<file path="src/rtl/sar_adc_ctrl.sv">
// Successive-approximation controller: drives trial codes to an external
// R-2R DAC, reads the amplifier (used as a comparator) back through a
// two-flop synchroniser, and resolves one bit per settle+decide period.

module sar_adc_ctrl #(
  parameter int WIDTH         = 8,
  parameter int SETTLE_CYCLES = 4
) (
  input  logic             clk,
  input  logic             rst_n,
  input  logic             start,
  input  logic             continuous,
  input  logic             cmp_in,
  output logic [WIDTH-1:0] dac_code,
  output logic [WIDTH-1:0] result,
  output logic             busy,
  output logic             done
);

  localparam int IDX_W = (WIDTH > 1) ? $clog2(WIDTH) : 1;

  localparam logic [WIDTH-1:0] MSB_CODE    = {1'b1, {(WIDTH-1){1'b0}}};
  localparam logic [3:0]       SETTLE_LOAD = 4'(SETTLE_CYCLES - 1);
  localparam logic [IDX_W-1:0] TOP_IDX     = IDX_W'(WIDTH - 1);

  typedef enum logic [1:0] {
    IDLE,
    SETTLE,
    DECIDE,
    DONE
  } state_t;

  state_t           state;
  logic [3:0]       settle_cnt;
  logic [IDX_W-1:0] bit_idx;
  logic             cmp_meta;
  logic             cmp_sync;
  logic [WIDTH-1:0] decided_code;
  logic [WIDTH-1:0] trial_code;

  // Two-flop synchroniser so only a settled comparator decision reaches the FSM
  always_ff @(posedge clk or negedge rst_n) begin
    if (!rst_n) begin
      cmp_meta <= 1'b0;
      cmp_sync <= 1'b0;
    end else begin
      cmp_meta <= cmp_in;
      cmp_sync <= cmp_meta;
    end
  end

  // Current bit resolved by the comparator, and the next trial with the lower bit set
  always_comb begin
    decided_code          = dac_code;
    decided_code[bit_idx] = cmp_sync;
    trial_code            = decided_code;
    if (bit_idx != '0) begin
      trial_code[bit_idx - 1'b1] = 1'b1;
    end
  end

  // Conversion sequencer: accept, settle each trial, decide, publish the result
  always_ff @(posedge clk or negedge rst_n) begin
    if (!rst_n) begin
      state      <= IDLE;
      dac_code   <= '0;
      result     <= '0;
      busy       <= 1'b0;
      done       <= 1'b0;
      settle_cnt <= '0;
      bit_idx    <= TOP_IDX;
    end else begin
      done <= 1'b0;
      case (state)
        IDLE: begin
          if (start || continuous) begin
            dac_code   <= MSB_CODE;
            bit_idx    <= TOP_IDX;
            settle_cnt <= SETTLE_LOAD;
            busy       <= 1'b1;
            state      <= SETTLE;
          end
        end
        SETTLE: begin
          if (settle_cnt == '0) begin
            state <= DECIDE;
          end else begin
            settle_cnt <= settle_cnt - 1'b1;
          end
        end
        DECIDE: begin
          if (bit_idx != '0) begin
            dac_code   <= trial_code;
            bit_idx    <= bit_idx - 1'b1;
            settle_cnt <= SETTLE_LOAD;
            state      <= SETTLE;
          end else begin
            dac_code <= decided_code;
            result   <= decided_code;
            done     <= 1'b1;
            state    <= DONE;
          end
        end
        DONE: begin
          if (continuous) begin
            dac_code   <= MSB_CODE;
            bit_idx    <= TOP_IDX;
            settle_cnt <= SETTLE_LOAD;
            busy       <= 1'b1;
            state      <= SETTLE;
          end else begin
            busy  <= 1'b0;
            state <= IDLE;
          end
        end
        default: begin
          busy  <= 1'b0;
          state <= IDLE;
        end
      endcase
    end
  end

endmodule

</file>
<file path="config.mk">
export PLATFORM = sky130hd
export DESIGN_NAME = sar_adc_ctrl
export DESIGN_NICKNAME = d
export VERILOG_FILES = /design/src/rtl/sar_adc_ctrl.sv
export SDC_FILE = /design/constraint.sdc
export NUM_CORES = 1
export LEC_CHECK = 0
export ABC_CLOCK_PERIOD_IN_PS = 2180
export CAP_MARGIN = 10
export CORE_UTILIZATION = 40
export CTS_CLUSTER_SIZE = 10
export DETAILED_ROUTE_END_ITERATION = 16
export PLACE_DENSITY = 0.67
export SYNTH_ARGS = -nofsm -noshare
export SYNTH_HDL_FRONTEND = slang
export SYNTH_SLANG_ARGS = --single-unit
</file>
<file path="constraint.sdc">
create_clock -name clk -period 2.18 [get_ports clk]
set_clock_uncertainty 0.1 [all_clocks]
set_input_delay 0.327 -clock clk [delete_from_list [all_inputs] [get_ports clk]]
set_output_delay 0.327 -clock clk [all_outputs]
set_load 0.02 [all_outputs]
</file>
# Word level (Yosys, flattened, before mapping)
# Index checks and enable logic that the tools add are counted.
# Widths: inputs -> output; s select.
[word_totals]
ff_bits = 29
in_bits = 5
output_inout_bits = 18
[op_classes]
addsub = 2
magnitude_cmp = 4
eq_ne = 8
n_mux = 28
bitwise = 2
reduce_logical = 14
[op_table]
columns = ["cell", "count"]
rows = [
  ["$mux 8", 3],
  ["$pmux 8 s3", 1],
  ["$mux 4", 4],
  ["$pmux 4 s4", 1],
  ["$ne 2x2->1 const B", 5],
  ["$mux 3", 3],
  ["$pmux 3 s3", 1],
  ["$bwmux 8", 1],
  ["$lt 3x4->1 const B", 2],
  ["$or 8x8->8", 1],
  ["$pmux 2 s4", 1],
  ["$reduce_and 4->1", 2],
  ["$mux 1", 7],
  ["$demux 1 s3", 2],
  ["$ge 3x1->1 const B", 2],
  ["$mux 2", 3],
  ["$reduce_and 2->1", 3],
  ["$reduce_bool 3->1", 2],
  ["$eq 2x2->1 const B", 2],
  ["$logic_not 4->1", 1],
  ["$sub 4x1->4 const B", 1],
  ["$reduce_and 3->1", 1],
  ["$sub 3x1->3 const B", 1],
  ["$eq 2x1->1 const B", 1],
  ["other kinds (6)", 7],
]

# Depth between registers and ports, before layout
# Gate-level depths: netlist (run 1).
[depth]
depth_word = 8
depth_mapped = 8
mapped_depth_nobuf = 6

# Worst setup path before layout (run 1)
# No wires, ideal clock.
[synth_path]
path_kind = "register to register"
startpoint = "register bit_idx[0]"
endpoint = "register settle_cnt[2]"
setup_ns = 0.120
t_arrival_ns = 1.763
required_ns = 1.960
slack_ns = 0.196
stages_incl_launch_ff = 9
n_path_buf = 2
cell_sequence = "dfstp_2 buf_4 inv_1 ha_1 nor4bb_2 buf_6 a311o_1 o21ai_0 nand2_1"
[synth_via]
elab_chain_len = 3
[synth_lines]
columns = ["element", "line_no", "rtl"]
rows = [
  ["start: declaration", "35", "logic [IDX_W-1:0] bit_idx;"],
  ["start signal: assignment", "94", "bit_idx <= bit_idx - 1'b1;"],
  ["$reduce_bool 3->1", "92", "if (bit_idx != '0) begin"],
  ["$ne 2x2->1 (no source line)", "n/a", ""],
  ["$reduce_and 4->1 (no source line)", "n/a", ""],
  ["end signal: assignment", "88", "settle_cnt <= settle_cnt - 1'b1;"],
  ["end: declaration", "34", "logic [3:0] settle_cnt;"],
]
# Every way passes these cells.
# A chain may end at the register's enable or synchronous reset.

# Worst setup path in the final report (run 1)
[layout_path]
startpoint = "register bit_idx[0]"
endpoint = "register settle_cnt[3]"
# Same word-level chain as after synthesis.

==> results of run 1 <==
## cell usage in the layout (no fill, tap or decap), drive strengths merged, types with 2 or more instances in the layout
cell,Yosys,routed
o221ai,6,6
a21oi,12,12
nor3b,2,2
nand2,12,12
dfstp,3,3
dfrtp,26,26
nor2b,3,3
inv,7,7
nand3b,3,3
nor3,6,6
clkbuf,2,6
buf,7,3
clkdlybuf4s50,0,22
clkinv,0,2
nand3,4,4
mux2i,9,9
a31oi,2,2
nand2b,5,5
ha,4,4
nor2,17,17
o21ai,8,8
## logic make-up (layout without fill, tap and decap cells)
logic type | after synthesis | after routing
AND/OR/NAND/NOR | 56 | 56
AO/OA/AOI/OAI | 35 | 35
flip-flops | 29 | 29
buffers and inverters | 16 | 40
multiplexers | 10 | 10
adder cells (fa/ha/maj) | 4 | 4
XOR/XNOR | 2 | 2
## metal layers
metal / vias up / track usage / wire [microns]
met5: - / 0 / 0
met4: 0 / 0.0682 / 32
met3: 4 / 0.0562 / 132
met2: 26 / 0.277 / 1510
met1: 553 / 0.227 / 1380
li1: 582 / - / -
## final cells by class
cell class                      count  share of cell area
Sequential cell                    29               0.399
Multi-Input combinational cell    107               0.377
Timing Repair Buffer               25               0.133
Clock buffer                        6              0.0397
Tap cell                           46              0.0315
Inverter                            7              0.0144
Clock inverter                      2             0.00548
## registers in the layout, summed over array words and instances (netlist names)
| name | flops |
|---|---|
| busy | 1 |
| cmp_meta | 1 |
| bit_idx | 3 |
| settle_cnt | 4 |
| dac_code | 8 |
| result | 8 |
| cmp_sync | 1 |
| state | 2 |
| done | 1 |
## power breakdown
group	total [mW]	switching, mW	internal, mW	leakage [nW]
Combinational	0.698	0.381	0.317	0.386
Clock	0.413	0.193	0.220	0.0450
Sequential	0.791	0.130	0.661	0.370
## stage by stage
| stage | total power [mW] | setup slack [ns] | hold WS [ns] | instance area, sq um |
|---|---|---|---|---|
| 3_5_place_dp | 1.50 | 0.187 | 0.239 | 1750 |
| 5_1_grt | 2.05 | 0.0519 | 0.275 | 1830 |
| 6_report | 1.90 | 0.172 | 0.258 | 1830 |
| 4_1_cts | 1.92 | 0.173 | 0.261 | 1830 |
| 3_3_place_gp | 1.46 | 0.269 | 0.237 | 1750 |
| 2_1_floorplan | 1.29 | 0.196 | -0.0686 | 1500 |
## worst paths after layout
path / from / endpoint / slack (ns)
max in group asynchronous: rst_n / bit_idx[1] / 1.32
setup / recovery: bit_idx[0] / settle_cnt[3] / 0.17
hold reg to reg: cmp_meta / cmp_sync / 0.26
hold / removal: cmp_meta / cmp_sync / 0.26
min in group asynchronous: rst_n / dac_code[7] / 0.34
setup reg to reg: bit_idx[0] / settle_cnt[3] / 0.17
==> impl_metrics.yaml, run 1 <==
worst_setup_path:
  worst_setup_path_start_kind: "flop"
  cp.arrival_ns: 2.07
  cp.depth: 6
  end_kind: "flop"
  path_class: "reg -> reg"
  max_stage_delay_ns: 0.61
  cp_top_family: "flip-flops"
  critPathRequiredTime_ns: 2.24
  critical_path_buf_inv_count: 1
  cp_slowest_cell: "dfstp_2"
  path_max_fanout: 9
  path_cells: "inv_1 > ha_1 > nor4bb_2 > a311o_1 > o21ai_0 > nand2_1"
  rr_worst_depth: 6
routing:
  wl_per_cell_microns: 13.8
  vias: 1165
  dr.pass1.iters: 4
  drtAntennaViolNets: 0
  via_per_inst: 5.25
  drt-initial-drc-count: 42
  wirelength_microns: 3060
  drc_errors: 0
synth:
  yosys-top-cells-area: "dfrtp_1, mux2i_1, dfstp_2"
  netlist_top_cells_count: "dfrtp_1, nor2_1, a21oi_1, nand2_1, mux2i_1"
  syn_nets: 161
  synth_top_area_share: 0.433
  synth_compound_area_frac: 0.151
  synth_mux_area_frac: 0.0675
  synth.yosys.seq_area_share: 0.486
  yosys_warnings: 0
  synthXorXnorAreaFrac: 0.0117
  async_reset_ff_frac: 1.00
  yosys_most_used_dff: "dfrtp_1"
  yosys.area_share.simple: 0.196
  synthCells: 152
  synth_edf_count: 0
  synth_top_family_by_area: "simple AND/OR/NAND/NOR gates"
  yosysTopAreaCell: "dfrtp_1"
  netlist_area_sq_um: 1500
  synthAdderAreaFrac: 0.0333
  synth_cell_types: 38
  ys_seq_elements: 29
  synth_area_per_cell_sq_um: 9.88
  yosysMostFrequentCell: "dfrtp_1"
clocking:
  htree_num_levels: 2
  cts_resized: 0
  cts_tree: "yes"
  clk_latency_ns: 0.27
  cts_num_sinks: 29
  cts.clk_slew.worst_paths_ns: 0.06
  cts_setup_buffers: 0
  clockRootBuffer: "clkbuf_8"
  cts_made_buffers: 5
  clock_path_buffers: 2
  cts_hold_buf: 0
global_route:
  grt_max_degree: 30
  grt_pass1_wl_microns: 5520
  grt_pass1_vias: 1184
  grt_remaining_overflow: 0
  antenna_found_initial: 0
  grtUsageTotal: 0.177
finish:
  final_nets: 184
  n_fill_cell: 331
  multi_input_area_sq_um: 689
  final_util: 0.527
  n_antenna_cell: 0
  drive_above_1_share: 0.102
  final-instance-count-excl-fill: 222
  syn2layout_area_growth_pct: 21.7
  regArea_sq_um: 729
timing:
  fin_tns_setup_ns: 0
  relSlewSlack: 0.731
  fin_crit_ns: 2.01
  rsz0062_at_grt: "no"
  fin_crit_sh: 0.921
  hold_viol: 0
  max_freq_ghz: 0.498
  setup_viol: 0
  drv_slew: 0
  worstMarginPinSlew_ns: 0.402
placed_design:
  placed_cells: 214
  place_hpwl_microns: 2180
  numPortBuffers: 22
  place_congestion: 0.905
floorplanning:
  initial_core_util: 0.433
  coreArea_sq_um: 3470
  io_pins: 23
  dieArea_sq_um: 4000
  rows: 21
  die-width_microns: 63.3
  die_h_microns: 63.3
power:
  vdd.ir_drop.worst_uv: 433
  leakagePower_nw: 0.801
  power.density_nw_per_um2: 1040
min_path:
  holdPathStages: 0
  hp-class: "reg -> reg"
run_status:
  status: "finished, final reports clean"
job:
  maxCapViolations: 0
No activity file was read; power rests on OpenSTA's default activity.
==> run 2: changes to the inputs <==
Settings changed: CTS_CLUSTER_DIAMETER from default to 60.
==> results of run 2 <==
No change in the layout: final DEF, timing and power equal those of run 1.
